**src/rtl/jtag_scan_sequencer.sv**
```systemverilog
// Master-side JTAG scan engine: runs single-word IR/DR scans on one target TAP
// with a divided TCK and returns the captured TDO bits right-aligned.
module jtag_scan_sequencer #(
  parameter int unsigned CLK_DIV = 1,
  parameter int unsigned MAX_LEN = 32
) (
  input  logic               CLK,
  input  logic               RST,
  input  logic               CMD_VALID,
  output logic               CMD_READY,
  input  logic               CMD_IR,
  input  logic [5:0]         CMD_LEN,
  input  logic [MAX_LEN-1:0] CMD_DATA,
  output logic               RSP_VALID,
  output logic [MAX_LEN-1:0] RSP_DATA,
  output logic               RSP_ERR,
  output logic               TGT_TCK,
  output logic               TGT_TMS,
  output logic               TGT_TDI,
  output logic               TGT_TRSTB,
  input  logic               TGT_TDO
);

  localparam int unsigned DivW = (CLK_DIV > 0) ? $clog2(CLK_DIV + 1) : 1;
  localparam int unsigned BitW = (MAX_LEN > 1) ? $clog2(MAX_LEN) : 1;
  localparam logic [DivW-1:0] DivLast = DivW'(CLK_DIV);
  localparam logic [6:0] MaxLen7 = 7'(MAX_LEN);

  typedef enum logic [2:0] {
    StTapRst,
    StIdle,
    StHdr,
    StShift,
    StTrl,
    StResp
  } state_e;

  state_e               state_q;
  logic [DivW-1:0]      div_q;
  logic [2:0]           slot_q;
  logic [BitW-1:0]      bit_q;
  logic                 ir_q;
  logic [5:0]           len_q;
  logic [MAX_LEN-1:0]   data_q;
  logic [MAX_LEN-1:0]   cap_q;
  logic                 err_q;

  logic                 half_done;
  logic                 rise;
  logic                 slot_end;
  logic                 tck_active;
  logic                 last_bit;
  logic                 len_bad;
  logic [2:0]           hdr_last;
  logic [BitW-1:0]      bit_nxt;
  logic [5:0]           len_m1;

  always_comb begin
    half_done  = 1'b0;
    rise       = 1'b0;
    slot_end   = 1'b0;
    tck_active = 1'b0;
    last_bit   = 1'b0;
    len_bad    = 1'b0;
    hdr_last   = 3'd2;
    bit_nxt    = '0;
    len_m1     = '0;

    tck_active = (state_q == StTapRst) || (state_q == StHdr) ||
                 (state_q == StShift)  || (state_q == StTrl);
    half_done  = (div_q == DivLast);
    // A half-period ending with TCK low is the rising edge; with TCK high it closes the slot.
    rise       = tck_active && half_done && !TGT_TCK;
    slot_end   = tck_active && half_done && TGT_TCK;
    len_m1     = len_q - 6'd1;
    bit_nxt    = bit_q + BitW'(1);
    last_bit   = (6'(bit_q) == len_m1);
    hdr_last   = ir_q ? 3'd3 : 3'd2;
    len_bad    = (CMD_LEN == 6'd0) || ({1'b0, CMD_LEN} > MaxLen7);
  end

  always_ff @(posedge CLK or posedge RST) begin
    if (RST) begin
      state_q   <= StTapRst;
      div_q     <= '0;
      slot_q    <= '0;
      bit_q     <= '0;
      ir_q      <= 1'b0;
      len_q     <= '0;
      data_q    <= '0;
      cap_q     <= '0;
      err_q     <= 1'b0;
      CMD_READY <= 1'b0;
      RSP_VALID <= 1'b0;
      RSP_DATA  <= '0;
      RSP_ERR   <= 1'b0;
      TGT_TCK   <= 1'b0;
      TGT_TMS   <= 1'b1;
      TGT_TDI   <= 1'b0;
      TGT_TRSTB <= 1'b0;
    end else begin
      TGT_TRSTB <= 1'b1;
      RSP_VALID <= 1'b0;

      if (tck_active) begin
        if (half_done) begin
          div_q   <= '0;
          TGT_TCK <= ~TGT_TCK;
        end else begin
          div_q <= div_q + DivW'(1);
        end
      end

      unique case (state_q)
        // Reset state doubles as the start of slot 0: five TMS=1 slots, then one TMS=0.
        StTapRst: begin
          if (slot_end) begin
            if (slot_q == 3'd5) begin
              state_q   <= StIdle;
              slot_q    <= '0;
              TGT_TMS   <= 1'b0;
              CMD_READY <= 1'b1;
            end else begin
              slot_q  <= slot_q + 3'd1;
              TGT_TMS <= (slot_q < 3'd4);
            end
          end
        end

        StIdle: begin
          TGT_TMS <= 1'b0;
          if (CMD_VALID && CMD_READY) begin
            CMD_READY <= 1'b0;
            ir_q      <= CMD_IR;
            len_q     <= CMD_LEN;
            data_q    <= CMD_DATA;
            cap_q     <= '0;
            slot_q    <= '0;
            bit_q     <= '0;
            div_q     <= '0;
            if (len_bad) begin
              err_q   <= 1'b1;
              state_q <= StResp;
            end else begin
              err_q   <= 1'b0;
              state_q <= StHdr;
              TGT_TMS <= 1'b1;
            end
          end else begin
            CMD_READY <= 1'b1;
          end
        end

        // DR header 1,0,0; IR header 1,1,0,0.
        StHdr: begin
          if (slot_end) begin
            if (slot_q == hdr_last) begin
              state_q <= StShift;
              slot_q  <= '0;
              bit_q   <= '0;
              TGT_TMS <= (len_q == 6'd1);
              TGT_TDI <= data_q[0];
            end else begin
              slot_q  <= slot_q + 3'd1;
              TGT_TMS <= ir_q && (slot_q == 3'd0);
            end
          end
        end

        StShift: begin
          if (rise) begin
            cap_q[bit_q] <= TGT_TDO;
          end
          if (slot_end) begin
            if (last_bit) begin
              state_q <= StTrl;
              slot_q  <= '0;
              TGT_TMS <= 1'b1;
              TGT_TDI <= 1'b0;
            end else begin
              bit_q   <= bit_nxt;
              TGT_TMS <= (6'(bit_nxt) == len_m1);
              TGT_TDI <= data_q[bit_nxt];
            end
          end
        end

        // Trailer: Exit1 -> Update (slot 0, TMS=1), Update -> Run-Test/Idle (slot 1, TMS=0).
        StTrl: begin
          if (slot_end) begin
            TGT_TMS <= 1'b0;
            if (slot_q == 3'd1) begin
              state_q <= StResp;
              slot_q  <= '0;
            end else begin
              slot_q <= 3'd1;
            end
          end
        end

        StResp: begin
          RSP_VALID <= 1'b1;
          RSP_ERR   <= err_q;
          RSP_DATA  <= err_q ? '0 : cap_q;
          state_q   <= StIdle;
        end

        default: begin
          state_q <= StTapRst;
        end
      endcase
    end
  end

endmodule
```
**config.mk**
```make
export PLATFORM = sky130hd
export DESIGN_NAME = jtag_scan_sequencer
export DESIGN_NICKNAME = d
export VERILOG_FILES = /design/src/rtl/jtag_scan_sequencer.sv
export SDC_FILE = /design/constraint.sdc
export NUM_CORES = 1
export LEC_CHECK = 0
export ABC_CLOCK_PERIOD_IN_PS = 7700
export CAP_MARGIN = 40
export CORE_ASPECT_RATIO = 1.75
export CORE_MARGIN = 3
export CORE_UTILIZATION = 45
export CTS_BUF_LIST = sky130_fd_sc_hd__clkbuf_4
export DETAILED_ROUTE_END_ITERATION = 8
export GPL_TIMING_DRIVEN = 0
export HOLD_SLACK_MARGIN = 0.1
export PLACE_DENSITY_LB_ADDON = 0.3
export SLEW_MARGIN = 20
export SYNTH_ARGS = -nofsm -noshare
export SYNTH_HDL_FRONTEND = slang
export SYNTH_SLANG_ARGS = --single-unit
```
**constraint.sdc**
```tcl
create_clock -name CLK -period 7.7 [get_ports CLK]
set_input_delay 1.155 -clock CLK [delete_from_list [all_inputs] [get_ports CLK]]
set_output_delay 1.155 -clock CLK [all_outputs]
set_load 0.1 [all_outputs]
```
# [Word-level counts from Yosys, hierarchy flattened]
# Cells that the tools add are included.
[op_classes] add_sub_neg=4 order_cmp=5 eq_ne=22 muxes=62 bitwise=1 reduce_logical=28
[op_table] cell="2-to-1 mux 32 bit" n=3
[op_table] cell="case mux 32 bit (2 select lines)" n=1
[op_table] cell="2-to-1 mux 3 bit" n=18
[op_table] cell="bitwise mux 32 bit" n=1
[op_table] cell="2-to-1 mux 1 bit" n=26
[op_table] cell="2-to-1 mux 5 bit" n=5
[op_table] cell="case mux 3 bit (6 select lines)" n=1
[op_table] cell="inequality test 2 bit (second input constant)" n=8
[op_table] cell="case mux 3 bit (5 select lines)" n=1
[op_table] cell="case mux 5 bit (3 select lines)" n=1
[op_table] cell="equality test 5 x 6 -> 1 bit" n=2
[op_table] cell="less-than comparator 5 x 6 -> 1 bit (second input constant)" n=2
[op_table] cell="equality test 3 bit (second input constant)" n=3
[op_table] cell="AND reduction 9 bit" n=1
[op_table] cell="AND reduction 7 bit" n=1
[op_table] cell="equality test 3 x 1 -> 1 bit (second input constant)" n=2
[op_table] cell="equality test 3 x 2 -> 1 bit (second input constant)" n=2
[op_table] cell="equality test 6 x 1 -> 1 bit (second input constant)" n=1
[op_table] cell="greater-than comparator 6 bit (second input constant)" n=1
[op_table] cell="logical AND 1 bit" n=6
[op_table] cell="logical NOT 3 bit" n=2
[op_table] cell="logical NOT 6 bit" n=1
[op_table] cell="inequality test 2 x 1 -> 1 bit (second input constant)" n=3
[op_table] cell="AND reduction 3 bit" n=2
[op_table] cell="21 further kinds" n=28
[word_totals] ff_bits=123 in_bits=43 out_inout_bits=39

# [Longest topological paths before layout]
[depth] word_depth=8 depth_mapped=10

# [Worst setup path after synthesis]
# OpenSTA, ideal clock, no wires.
[synth_timing] path_type="flip-flop to flip-flop" start="register bit_q[0]" end="register TGT_TDI" setup_ns=0.139 arrival_time_ns=2.879 required_time_ns=7.561 slack_ns=4.682 stages_incl_launch_ff=9 n_path_buf=2 path_cell_list="dfrtp_1 > clkbuf_1 > inv_1 > ha_1 > clkbuf_1 > mux4_2 > mux4_2 > nor2_1 > o41ai_4"
[synth_via] elab_chain_cells=6 word_cells_on_any_way=7 cone_classes="add/sub (1); eq/ne (1); mux (5)"
[synth_rtl] element="from (decl)" line="41" text="logic [BitW-1:0] bit_q;"
[synth_rtl] element="from (signal assigned)" line="181" text="bit_q <= bit_nxt;"
[synth_rtl] element="adder 5 x 1 -> 5 bit" line="76" text="bit_nxt = bit_q + BitW'(1);"
[synth_rtl] element="binary-select mux 1 bit (select 5 bit)" line="183" text="TGT_TDI <= data_q[bit_nxt];"
[synth_rtl] element="2-to-1 mux 1 bit (not written as such)" line="183"
[synth_rtl] element="2-to-1 mux 1 bit (*)" line="175" text="if (last_bit) begin"
[synth_rtl] element="2-to-1 mux 1 bit (*)" line="174" text="if (slot_end) begin"
[synth_rtl] element="case mux 1 bit (2 select lines) (*)" line="114" text="unique case (state_q)"
[synth_rtl] element="to (signal assigned)" line="162" text="TGT_TDI <= data_q[0];"
[synth_rtl] element="to (signal assigned)" line="183"
[synth_rtl] element="to (decl)" line="19" text="output logic TGT_TDI,"
# Every way passes the cells marked *; elsewhere a longest branch is shown, timed or not. The select of a mux whose other input is x is not followed.
# A chain may end at the register's enable or synchronous reset.

# [Final worst setup path]
# Ends and elaborated chain as after synthesis.

==> run_results.csv <==
group,metric,value,unit
setup_path,cp_slowest_cell,"clkbuf_1",
cts,cts_hold_buf,0,
sta,skew,15.3,ps
yosys,yosysTopAreaCell,"dfrtp_1",
cts,path_clk_slew,110,ps
setup_path,crit_path_cell_trace,"clkbuf_1 -> inv_1 -> ha_1 -> clkbuf_1 -> buf_6 -> mux4_2 -> mux4_2 -> nor2_1 -> o41ai_4",
final_layout,fin_cells,932,
place,dp_cells,899,
grt,grt_first_pass_wirelength,25200,um
cts,cts_root_buf,"clkbuf_4",
yosys,ys_ff_latch,123,
die,fp.dieH,161,um
grt,antenna_found_initial,1,
yosys,synthAdderAreaFrac,2.04,%
final_layout,finish.utilization,61.9,%
hold_path,hp-class,"reg -> reg",
yosys,avgSynthCellArea,10.1,um^2
yosys,synthXorXnorAreaFrac,2.71,%
routing,drt_iter0_markers,250,
cts,cts_made_buffers,17,
sta,period_minus_slack,3340,ps
pwr,p_leak,3.40,nW
die,ios,82,
routing,via_per_inst,5.39,
yosys,synth_compound_area_share,15.8,%
setup_path,crit_required,8090,ps
grt,grt_remaining_overflow,0,
sta,fin_setup_tns,0,ps
die,coreArea,13100,um^2
final_layout,final_common_cell,"dfrtp_1",
setup_path,max_stage_delay,540,ps
sta,hold_viol_final,0,
sta,max_slew_margin,51.2,%
sta,rsz0062_at_grt,"false",
die,start_util,46.7,%
routing,routed_wl,15300,um
setup_path,crit_path_start_kind,"register",
die,dieArea,15100,um^2
yosys,yosys.area_share.simple,13.9,%
yosys,syn_inst,606,
yosys,ys_async_sr_fraction,100,%
final_layout,fillers,1083,
grt,grt_pass1_vias,5302,
sta,worst_slew_pin_slew,728,ps
cts,cts_tree,"built",
pwr,pwr_density_cell,331,nW/um^2
yosys,yosysTopAreaCellShare,49.7,%
setup_path,worstPathMaxFanout,10,
final_layout,syn_to_final_growth,32.6,%
yosys,syn_nets,659,
yosys,synth_top_family_by_area,"compound AO/OA/AOI/OAI gates",
yosys,ys_top_cells_by_area,"dfrtp_1, o21ai_0, mux2_2",
final_layout,final_cell_mix,"dfrtp_1, o21ai_0, clkdlybuf4s50_1",
place,port_buffers,81,
routing,vias,5026,
yosys,ys.flop_type,"dfrtp_1",
routing,postRouteAntennaNets,0,
cts,htreeDepth,4,
setup_path,crit_type,"reg -> reg",
yosys,yosysSeqAreaShare,50.2,%
yosys,synth_warnings,0,
place,hpwl,11700,um
place,globalplace.congestion,0.916,
outcome,status,"finished clean",
routing,firstDrtPassIters,5,
final_layout,area.sequential,3080,um^2
final_layout,drive_above_1_share,17.8,%
cts,postCtsSetupBuffers,0,
routing,wl_per_cell,16.4,um
setup_path,worstPathArrival,3720,ps
setup_path,endpoint_kind,"register",
sta,fin_crit_sh,43.3,%
cts,cts.path.max_buffers,2,
cts,clk_latency,530,ps
final_layout,nets,800,
pwr,irDropWorstVdd,269,uV
sta,max_freq,0.300,GHz
yosys,yosysUniqueCellTypes,53,
die,row_count,55,
cts,clock-sinks,123,
yosys,synth_edf_count,0,
die,die_x,94.3,um
grt,grt_max_degree,82,
job,max_cap_viol_count,0,
sta,finalMaxSlewViolations,0,
sta,setup_viol,0,
yosys,synthMuxAreaShare,11.6,%
yosys,netlist_area,6140,um^2
cts,cts-resized-gates,0,
final_layout,multi_input_area,2830,um^2
routing,drc,0,
grt,grtUsageTotal,21.3,%
final cells by class:
cell class / instances / share of cell area [%]
multi-input combinational: 428 / 34.8
antenna: 1 / 0.0307
buffer: 44 / 2.28
inverter: 11 / 0.569
clock inverter: 14 / 2.40
sequential: 123 / 37.8
timing repair buffer: 122 / 17.8
tap: 171 / 2.63
clock buffer: 18 / 1.66
metal layers:
layer  up-vias  part of all wire, %  global-route usage, %
met4         0                  4.8                   11.8
li1       2403                    -                      -
met5         -                    0                      0
met3        44                  3.8                   3.51
met1      2422                   35                   22.1
met2       157                   57                   39.4
worst max-delay path: cells and delay by family (launching register included):
kind / cells / cell delay, ps
buffers and inverters: 4 / 1130
multiplexers: 2 / 1030
flip-flops: 1 / 450
adder cells (fa/ha/maj): 1 / 320
AND/OR/NAND/NOR: 1 / 190
AO/OA/AOI/OAI: 1 / 80
registers in the layout, indices dropped and copies added (netlist names):
register,count
RSP_DATA,32
cap_q,32
data_q,32
len_q,6
bit_q,5
slot_q,3
state_q,3
CMD_READY,1
RSP_ERR,1
RSP_VALID,1
TGT_TCK,1
TGT_TDI,1
TGT_TMS,1
TGT_TRSTB,1
div_q,1
err_q,1
ir_q,1
kinds of logic (layout without fill, tap and decap cells):
group	after synthesis	after routing
muxes	55	55
DFF	123	123
AOI/OAI and AO/OA	174	174
other	1	2
xor gates and xnor gates	19	19
and+or+nand+nor	169	169
buffers and inverters	55	209
adders and majority gates	10	10
synth_stat cells (all sizes together), types with 3 or more instances:
cell and n:
dfrtp 122, and2 7, nor2 19, mux4 9
clkbuf 33, nand2 62, o21ai 101, mux2i 8
mux2 38, nor3 7, nand3 9, a31oi 6
nand2b 41, xnor2 10, ha 10, o31ai 3
nor2b 7, a21oi 45, xor2 9, inv 11
buf 11, a22oi 3
power breakdown:
group | switching (mW) | internal (mW) | leakage (nW)
sequential | 0.0960 | 0.798 | 1.61
clock | 0.257 | 0.263 | 0.177
combinational | 0.714 | 0.566 | 1.61
per-stage QoR:
stage / worst slack (ps) / instance area, um^2 / total power, mW / hold WS [ps]
floorplan: 3280 / 6140 / 1.81 / 471
global placement: 1740 / 7160 / 2.08 / 460
detailed placement: 4000 / 7810 / 2.19 / 466
CTS: 4330 / 8140 / 2.71 / 493
global route: 4170 / 8140 / 2.86 / 513
finish: 4360 / 8140 / 2.69 / 485
final timing paths:
check | cells after the start | endpoint | slack, ps | startpoint
max in group asynchronous | 3 | TGT_TMS$_DFFE_PP1P_ | 5920 | RST
worst max-delay path | 9 | TGT_TDI$_DFFE_PP0P_ | 4360 | bit_q[0]$_DFFE_PP0P_
worst min-delay path | 2 | RSP_DATA[8]$_DFFE_PP0P_ | 480 | RSP_DATA[8]$_DFFE_PP0P_
worst min register to register | 2 | RSP_DATA[8]$_DFFE_PP0P_ | 480 | RSP_DATA[8]$_DFFE_PP0P_
worst max register to register | 9 | TGT_TDI$_DFFE_PP0P_ | 4360 | bit_q[0]$_DFFE_PP0P_
min in group asynchronous | 2 | RSP_DATA[20]$_DFFE_PP0P_ | 1000 | RST
No activity file was read; power rests on OpenSTA's default activity.
